[src/rtl/id_ex_stage_pkg.sv]
// Shared definitions for the ID/EX pipeline stage: ALU op codes, operand selects
// and forwarding-source encoding.
package id_ex_stage_pkg;

    localparam logic [3:0] ALU_ADD   = 4'b0000;
    localparam logic [3:0] ALU_SUB   = 4'b0001;
    localparam logic [3:0] ALU_SLT   = 4'b0010;
    localparam logic [3:0] ALU_SLTU  = 4'b0011;
    localparam logic [3:0] ALU_XOR   = 4'b0100;
    localparam logic [3:0] ALU_OR    = 4'b0101;
    localparam logic [3:0] ALU_AND   = 4'b0110;
    localparam logic [3:0] ALU_SLL   = 4'b0111;
    localparam logic [3:0] ALU_SRL   = 4'b1000;
    localparam logic [3:0] ALU_SRA   = 4'b1001;
    localparam logic [3:0] ALU_AUIPC = 4'b1110;
    localparam logic [3:0] ALU_LUI   = 4'b1111;

    localparam logic OPA_RS1 = 1'b0;
    localparam logic OPA_PC  = 1'b1;
    localparam logic OPB_RS2 = 1'b0;
    localparam logic OPB_IMM = 1'b1;

    typedef enum logic [1:0] {
        FWD_REG = 2'd0,
        FWD_MEM = 2'd1,
        FWD_WB  = 2'd2
    } fwd_src_e;

    // A later stage supplies a source only if it writes a nonzero matching index.
    function automatic logic src_hit(input logic wren, input logic [4:0] rd,
                                     input logic [4:0] rs);
        return wren && (rd != 5'd0) && (rd == rs);
    endfunction

endpackage

[src/rtl/fwd_unit.sv]
// Operand forwarding mux for one source register: EX/MEM beats MEM/WB beats
// the value captured from the register file.
module fwd_unit
    import id_ex_stage_pkg::*;
#(
    parameter int unsigned XLEN   = 32,
    parameter bit          FWD_EN = 1'b1
) (
    input  logic [4:0]      src_addr,
    input  logic [XLEN-1:0] reg_data,
    input  logic            mem_wren,
    input  logic [4:0]      mem_addr,
    input  logic [XLEN-1:0] mem_data,
    input  logic            wb_wren,
    input  logic [4:0]      wb_addr,
    input  logic [XLEN-1:0] wb_data,
    output logic [XLEN-1:0] fwd_data
);

    fwd_src_e src;

    always_comb begin
        src = FWD_REG;
        if (FWD_EN && src_hit(mem_wren, mem_addr, src_addr)) begin
            src = FWD_MEM;
        end else if (FWD_EN && src_hit(wb_wren, wb_addr, src_addr)) begin
            src = FWD_WB;
        end
    end

    always_comb begin
        unique case (src)
            FWD_MEM: fwd_data = mem_data;
            FWD_WB:  fwd_data = wb_data;
            default: fwd_data = reg_data;
        endcase
    end

endmodule

[src/rtl/id_ex_stage.sv]
// ID/EX pipeline register with load-use hazard detection, WB write-through on
// capture and EX-side operand forwarding.
module id_ex_stage
    import id_ex_stage_pkg::*;
#(
    parameter int unsigned XLEN   = 32,
    parameter bit          FWD_EN = 1'b1
) (
    input  logic            i_clk,
    input  logic            i_rst_n,
    input  logic            i_id_valid,
    input  logic [XLEN-1:0] i_id_pc,
    input  logic [XLEN-1:0] i_id_rs1_data,
    input  logic [XLEN-1:0] i_id_rs2_data,
    input  logic [XLEN-1:0] i_id_imm,
    input  logic [4:0]      i_id_rs1_addr,
    input  logic [4:0]      i_id_rs2_addr,
    input  logic [4:0]      i_id_rd_addr,
    input  logic [3:0]      i_id_alu_op,
    input  logic            i_id_opa_sel,
    input  logic            i_id_opb_sel,
    input  logic            i_id_rd_wren,
    input  logic            i_id_mem_rden,
    input  logic            i_stall,
    input  logic            i_flush,
    input  logic [4:0]      i_mem_rd_addr,
    input  logic            i_mem_rd_wren,
    input  logic [XLEN-1:0] i_mem_alu_data,
    input  logic [4:0]      i_wb_rd_addr,
    input  logic            i_wb_rd_wren,
    input  logic [XLEN-1:0] i_wb_data,
    output logic [XLEN-1:0] o_operand_a,
    output logic [XLEN-1:0] o_operand_b,
    output logic [3:0]      o_alu_op,
    output logic            o_ex_valid,
    output logic [XLEN-1:0] o_ex_pc,
    output logic [4:0]      o_ex_rd_addr,
    output logic            o_ex_rd_wren,
    output logic            o_ex_mem_rden,
    output logic [XLEN-1:0] o_ex_store_data,
    output logic            o_load_use
);

    typedef struct packed {
        logic            valid;
        logic [XLEN-1:0] pc;
        logic [XLEN-1:0] rs1_data;
        logic [XLEN-1:0] rs2_data;
        logic [XLEN-1:0] imm;
        logic [4:0]      rs1_addr;
        logic [4:0]      rs2_addr;
        logic [4:0]      rd_addr;
        logic [3:0]      alu_op;
        logic            opa_sel;
        logic            opb_sel;
        logic            rd_wren;
        logic            mem_rden;
    } ex_reg_t;

    ex_reg_t         ex_d, ex_q;
    logic            is_store, rs1_used, rs2_used, load_use;
    logic            bubble, load_en;
    logic [XLEN-1:0] rs1_cap, rs2_cap, rs1_fwd, rs2_fwd;

    // Stores read rs2 as data even though operand b selects the immediate.
    assign is_store = !i_id_rd_wren && (i_id_alu_op == ALU_ADD);
    assign rs1_used = (i_id_opa_sel == OPA_RS1);
    assign rs2_used = (i_id_opb_sel == OPB_RS2) || is_store;
    assign load_use = ex_q.valid && ex_q.mem_rden && (ex_q.rd_addr != 5'd0) && i_id_valid &&
                      ((rs1_used && (ex_q.rd_addr == i_id_rs1_addr)) ||
                       (rs2_used && (ex_q.rd_addr == i_id_rs2_addr)));

    assign rs1_cap = (FWD_EN && src_hit(i_wb_rd_wren, i_wb_rd_addr, i_id_rs1_addr)) ?
                     i_wb_data : i_id_rs1_data;
    assign rs2_cap = (FWD_EN && src_hit(i_wb_rd_wren, i_wb_rd_addr, i_id_rs2_addr)) ?
                     i_wb_data : i_id_rs2_data;

    // Flush overrides stall; load-use and empty ID only bubble when not stalled.
    assign load_en = i_flush || !i_stall;
    assign bubble  = i_flush || load_use || !i_id_valid;

    always_comb begin
        ex_d = '0;
        if (!bubble) begin
            ex_d.valid    = 1'b1;
            ex_d.pc       = i_id_pc;
            ex_d.rs1_data = rs1_cap;
            ex_d.rs2_data = rs2_cap;
            ex_d.imm      = i_id_imm;
            ex_d.rs1_addr = i_id_rs1_addr;
            ex_d.rs2_addr = i_id_rs2_addr;
            ex_d.rd_addr  = i_id_rd_addr;
            ex_d.alu_op   = i_id_alu_op;
            ex_d.opa_sel  = i_id_opa_sel;
            ex_d.opb_sel  = i_id_opb_sel;
            ex_d.rd_wren  = i_id_rd_wren;
            ex_d.mem_rden = i_id_mem_rden;
        end
    end

    always_ff @(posedge i_clk or negedge i_rst_n) begin
        if (!i_rst_n) begin
            ex_q <= '0;
        end else if (load_en) begin
            ex_q <= ex_d;
        end
    end

    fwd_unit #(.XLEN(XLEN), .FWD_EN(FWD_EN)) u_fwd_rs1 (
        .src_addr (ex_q.rs1_addr),
        .reg_data (ex_q.rs1_data),
        .mem_wren (i_mem_rd_wren),
        .mem_addr (i_mem_rd_addr),
        .mem_data (i_mem_alu_data),
        .wb_wren  (i_wb_rd_wren),
        .wb_addr  (i_wb_rd_addr),
        .wb_data  (i_wb_data),
        .fwd_data (rs1_fwd)
    );

    fwd_unit #(.XLEN(XLEN), .FWD_EN(FWD_EN)) u_fwd_rs2 (
        .src_addr (ex_q.rs2_addr),
        .reg_data (ex_q.rs2_data),
        .mem_wren (i_mem_rd_wren),
        .mem_addr (i_mem_rd_addr),
        .mem_data (i_mem_alu_data),
        .wb_wren  (i_wb_rd_wren),
        .wb_addr  (i_wb_rd_addr),
        .wb_data  (i_wb_data),
        .fwd_data (rs2_fwd)
    );

    assign o_operand_a     = (ex_q.opa_sel == OPA_PC) ? ex_q.pc : rs1_fwd;
    assign o_operand_b     = (ex_q.opb_sel == OPB_IMM) ? ex_q.imm : rs2_fwd;
    assign o_ex_store_data = rs2_fwd;
    assign o_alu_op        = ex_q.alu_op;
    assign o_ex_valid      = ex_q.valid;
    assign o_ex_pc         = ex_q.pc;
    assign o_ex_rd_addr    = ex_q.rd_addr;
    assign o_ex_rd_wren    = ex_q.valid && ex_q.rd_wren;
    assign o_ex_mem_rden   = ex_q.valid && ex_q.mem_rden;
    assign o_load_use      = load_use;

endmodule

[config.mk]
export PLATFORM = sky130hd
export DESIGN_NAME = id_ex_stage
export DESIGN_NICKNAME = d
export VERILOG_FILES = /design/src/rtl/id_ex_stage_pkg.sv /design/src/rtl/fwd_unit.sv /design/src/rtl/id_ex_stage.sv
export SDC_FILE = /design/constraint.sdc
export NUM_CORES = 1
export LEC_CHECK = 0
export ABC_AREA = 1
export CAP_MARGIN = 10
export CORE_MARGIN = 4
export CORE_UTILIZATION = 42
export DETAILED_ROUTE_END_ITERATION = 6
export HOLD_SLACK_MARGIN = 0.02
export PLACE_DENSITY_LB_ADDON = 0.3
export RECOVER_POWER = 25
export SLEW_MARGIN = 30
export SYNTH_ARGS = -nofsm -noshare
export SYNTH_HDL_FRONTEND = slang
export SYNTH_SLANG_ARGS = --single-unit
[constraint.sdc]
create_clock -name i_clk -period 1.65 [get_ports i_clk]
set_input_delay 0.2475 -clock i_clk [delete_from_list [all_inputs] [get_ports i_clk]]
set_output_delay 0.2475 -clock i_clk [all_outputs]
set_load 0.02 [all_outputs]
* Word level (Yosys, flattened, before mapping) *
Index checks and enable logic that the tools add are counted.

word-level totals
  bits of input ports = 232
  logic and storage cells = 66
  bits in registers = 152
  output and inout port bits = 141

operators by class
  muxes and demuxes = 11
  bitwise operators = 2
  eq/ne operators = 12
  reductions and logical operators = 28

operators by type and width
  cell                count
  $mux 152            1
  $mux 32             4
  $pmux 32 s2         2
  $eq 5x5->1          8
  $logic_and 1x1->1   16
  $reduce_bool 5->1   3
  $mux 2              4
  $logic_or 1x1->1    5
  $eq 2x1->1 const B  2
  $eq 2x2->1 const B  2
  $logic_not 4->1     1
  $logic_not 1->1     3
  $not 1->1           2

* Depth between registers and ports, before layout *
  depth in word-level cells = 9
  mapped depth = 12

* Modules after synthesis *
A second synthesis with hierarchy kept.

unflattened totals
  cells, all modules = 1504
  area total of the unflattened synthesis = 11140.7 um^2

modules (own cells, without submodules)
  module       area each (um^2)  sequential area each (um^2)  instances  cells an instance
  id_ex_stage  8358.0            3803.6                       1          1086
  fwd_unit     1391.3            0.0                          2          209

* Worst setup path after synthesis *
Ideal clock, no wire load.

  path kind = flip-flop to output port
  start = register ex_q[13] in the netlist's numbering
  end = output o_operand_b[0]
  path slack = -0.256 ns
  data required time = 1.402 ns
  stages on the path, launching flop included = 10
  buffers on the path = 1
  arrival time = 1.658 ns
  cells stage by stage = dfrtp_1 > xnor2_1 > nand2_1 > nor2_4 > nand3_2 > buf_2 > nand3_1 > nand3_1 > nand2_1 > nand2_1

on the way
  word-level cells in the longest chain between the ends = 7
  elaborated cells on any way between the ends = 10

ends and longest elaborated chain
  element                                          line                   text
  from (decl)                                      id_ex_stage.sv:60      ex_reg_t ex_d, ex_q;
  from (signal assigned)                           id_ex_stage.sv:103     ex_q <= '0;
  from (signal assigned)                           id_ex_stage.sv:105     ex_q <= ex_d;
  $eq 5x5->1                                       id_ex_stage_pkg.sv:32  return wren && (rd != 5'd0) && (rd == rs);
  $logic_and 1x1->1                                id_ex_stage_pkg.sv:32
  $mux 2                                           fwd_unit.sv:26         end else if (FWD_EN && src_hit(wb_wren, wb_addr, src_addr)) begin
  $mux 2 (*)                                       fwd_unit.sv:24         if (FWD_EN && src_hit(mem_wren, mem_addr, src_addr)) begin
  $eq 2x2->1 / $eq 2x1->1 (equally long branches)  fwd_unit.sv:32         unique case (src)
  $pmux 32 s2 (*)                                  fwd_unit.sv:32
  net o_ex_store_data[0]                           id_ex_stage.sv:40      output logic [XLEN-1:0] o_ex_store_data,
  $mux 32 (*)                                      id_ex_stage.sv:134     assign o_operand_b = (ex_q.opb_sel == OPB_IMM) ? ex_q.imm : rs2_fwd;
  to (decl)                                        id_ex_stage.sv:33      output logic [XLEN-1:0] o_operand_b,

The timed path passes the listed nets; every way through them passes the cells marked *.

* Final worst setup path *
  start = register ex_q[14] in the netlist's numbering
  end = output o_operand_b[10]

on the way
  word-level cells in the longest chain between the ends = 7
  elaborated cells on any way between the ends = 10

ends and longest elaborated chain
  element                                          line
  $eq 5x5->1                                       id_ex_stage_pkg.sv:32
  $logic_and 1x1->1                                id_ex_stage_pkg.sv:32
  $mux 2                                           fwd_unit.sv:26
  $mux 2 (*)                                       fwd_unit.sv:24
  $eq 2x2->1 / $eq 2x1->1 (equally long branches)  fwd_unit.sv:32
  $pmux 32 s2 (*)                                  fwd_unit.sv:32
  $mux 32 (*)                                      id_ex_stage.sv:134

Every way passes the cells marked *; elsewhere a longest branch is shown, timed or not.

==> metrics.md <==
| Metric | Value |
|---|---|
| Pwr dens | 551 nW/um^2 |
| Max FO, Critical Path | 7 |
| Arrival time at the worst endpoint | between 2000 and 2500 ps |
| Die height | 167 um |
| Critical setup path kind | reg2out |
| Final-layout fill cell count | between 1000 and 1500 |
| Clock Skews | 11.2 ps |
| Initial DRC count | 2239 |
| Commonest non-fill, non-tap cells in the layout | nand2_1, nand3_2, clkdlybuf4s50_1 |
| First-pass DRT Iterations | 7 |
| GRT Util Overall | 0.337 |
| Routed wire length | between 60 and 70 mm |
| Worst Hold Depth | 4 |
| Largest net degree at the start of global routing | 80 |
| Commonest non-fill, non-tap cell in the layout | nand2_1 |
| Remaining antenna violation count | 0 |
| Seq/Total Area, Yosys | 0.360 |
| Via count | 14900 |
| Fin crit period | 2660 ps |
| Maximum VDD drop | approximately 0.63 mV |
| Die ar. | 27800 um^2 |
| Placed Instances | 2307 |
| Yosys warns | 0 |
| Cell Rows | 57 |
| Fin. Hold Viols | 0 |
| Layer with the highest usage | met2 |
| Synth cell types | 31 |
| Max frequency | 0.376 GHz |
| Post-Layout Cell Count | 2436 |
| Post-place setup slack | -1290 ps |
| Register area | between 3000 and 4000 um^2 |
| Mapped Avg Cell Area | 6.52 um^2 |
| Layout area overhead | 97.0% |
| R2R depth | 10 |
| Status | finished, violations left |
| Initial Util | 0.431 |
| Met2 usage | 0.521 |
| Required time of the worst setup path | 1400 ps |
| Die boundary width | 167 um |
| Crit start category | flip-flop |
| Antenna violations before repair | 8 |
| Worst-Margin Slew | 1200 ps |
| Multi-input combinational cell area | 8360 um^2 |
| Total core area | 24500 um^2 |
| Routed len/inst | between 20 and 30 um |
| Buffers on Ports | 372 |
| M3 GR Usage | 0.0927 |
| Clock Latency Late Sink | between 400 and 500 ps |
| CTS H-tree depth | 4 |
| Worst hold-check path type | in2reg |
| R2R Setup Slk | -170 ps |
| CP startpoint | ex_q[14]$_DFFE_PN0P_ |
| CTS max path bufs | 2 |
| Gpl congestion | 0.945 |
| Total Power | ~11 mW |
| Cells after Synth | about 1600 |
| Max Cap Viol | 0 |
| Vias/cell | 6.13 |
| CTS root buffer | clkbuf_16 |
| Setup crit end kind | output pin |
| Max_slew headroom | 0.201 |
| I/O pin total | around 370 |
| HP Start | i_id_rs2_addr[1] |
| Total CTS buffers | 17 |
| First-pass GRT wire length | 74.8 mm |
| Vias in the first global route | about 13000 |
| Worst hold slack | 254 ps |
| Final worst-path cycle share | 1.61 |
| GR Util met1 | 0.450 |
| Pleak | 10.8 nW |
| Layout cell share with drive strength beyond 1 | 0.458 |
| Hold Crit Endpoint | ex_q[14]$_DFFE_PN0P_ |
| Grt ovf | 0 |
| Clock sink total | 152 |
| Synth Register Bits | 152 |
| Worst flop-to-flop path endpoint | ex_q[109]$_DFFE_PN0P_ |
| Clk slew on worst S/H paths | around 70 ps |
| RSZ-0062 raised after global routing | yes |
| CTS tree | built |
| Mapped Area | 10600 um^2 |
| Detail Placement HPWL | 34.1 mm |
| Worst Setup Slack, final | -1010 ps |
| R2R Path Start | o_ex_rd_addr[3]$_DFFE_PN0P_ |
| Syn_nets | 1854 |
| Final setup viols | 249 |
| Number of remaining DRC errors | 8 |
| Max Slew Vio Count | 0 |
| Layout net count | 2322 |
| Violated checks | DRC, setup timing |
[worst max-delay path by stage]
stage          depth (start not counted)  slack [ps]               to
2_1_floorplan                          8        -130   o_operand_b[1]
3_3_place_gp                          12       -1230   o_operand_a[9]
3_5_place_dp                          13       -1290  o_operand_a[28]
4_1_cts                               10        -960  o_operand_b[28]
5_1_grt                               14       -1070  o_operand_b[23]
6_report                              14       -1010  o_operand_b[10]
[cell usage after synthesis]
library cell	instances	area (um^2)
buf_4	56	420
nand3_2	3	30.0
nor2_1	16	60.1
nand3b_1	1	7.51
or2_2	32	200
o22ai_1	2	12.5
buf_1	17	63.8
buf_2	44	220
a21oi_1	1	5.00
xor2_1	11	96.3
clkbuf_1	44	165
nand4_1	34	213
inv_1	88	330
xnor2_1	15	131
nor2b_1	1	6.26
buf_6	3	33.8
nand2_4	1	11.3
inv_2	2	7.51
nor3_1	1	5.00
clkinv_1	2	7.51
dfrtp_1	152	3800
a21oi_2	1	8.76
nor2_2	3	18.8
nand2_1	634	2380
nor3_4	3	48.8
a21o_1	1	7.51
nor2_4	1	11.3
nand2_2	2	12.5
nor3b_1	1	7.51
nand3_1	446	2230
o21ai_0	4	20.0
[per-layer routing]
metal	vias to the layer above	share of wire
met1	7043	0.35
met2	1310	0.44
li1	6175	-
met4	2	0.080
met5	-	0.00021
met3	405	0.12
[registers in the layout, indices dropped and copies added, names as in the netlist]
name	count
ex_q	110
o_ex_pc	32
o_ex_valid	1
o_alu_op	4
o_ex_rd_addr	5
[cell type report]
cell class	instances	share of cell area
multi-input cells	1214	0.401
repair buffers	613	0.353
flip-flops and latches	152	0.183
clock buffers	19	0.0208
well taps	324	0.0195
inverters	92	0.0166
clock inverters	13	0.00534
diodes	9	0.00108
[cells by family after synthesis]
kind of cell,Yosys count,share of synthesized area
AO/OA/AOI/OAI,9,0.00509
XOR/XNOR,26,0.0215
buffers and inverters,256,0.118
flip-flops,152,0.360
AND/OR/NAND/NOR,1179,0.496
[critical path, cell delays in order, from the launching register on]
cell     delay [ps]
dfrtp_2         460
buf_6           140
nand2_2          50
nand2_1          60
nor2_1           80
nand3_1         150
nor2_4          180
buf_12          140
buf_12          140
buf_6           120
nand3_2          70
nand3_2         120
nand2_1          70
nand2_2          60
buf_6           110
[power by group]
group          leakage, nW  switching, mW  total [mW]  internal [mW]
combinational         8.54           1.97        3.66           1.69
sequential            2.06          0.127        3.99           3.87
clock                0.247           1.88        3.84           1.96
total                 10.8           3.97        11.5           7.52
[metrics by stage]
| step | area, um^2 | TNS, ps | utilization |
|---|---|---|---|
| after floorplan | 10800 | -4200 | - |
| after global placement | 15600 | -215800 | 0.637 |
| after detailed placement | 15600 | -218410 | 0.637 |
| after CTS | 17400 | -108850 | 0.710 |
| after global routing | 20800 | -120660 | 0.849 |
| final | 20800 | -106110 | 0.850 |
[timing repair]
action / 4_1_cts / 5_1_grt
gates resized for setup: 681 / 585
setup buffers: 23 / 15
endpoints found under the hold margin: 45 / 0
pin swaps: 84 / 239
hold buffers: 1 / 0
setup endpoints to repair: 293 / 293
cloned: 13 / 43
Note: power is estimated with default switching activity, not from simulation.
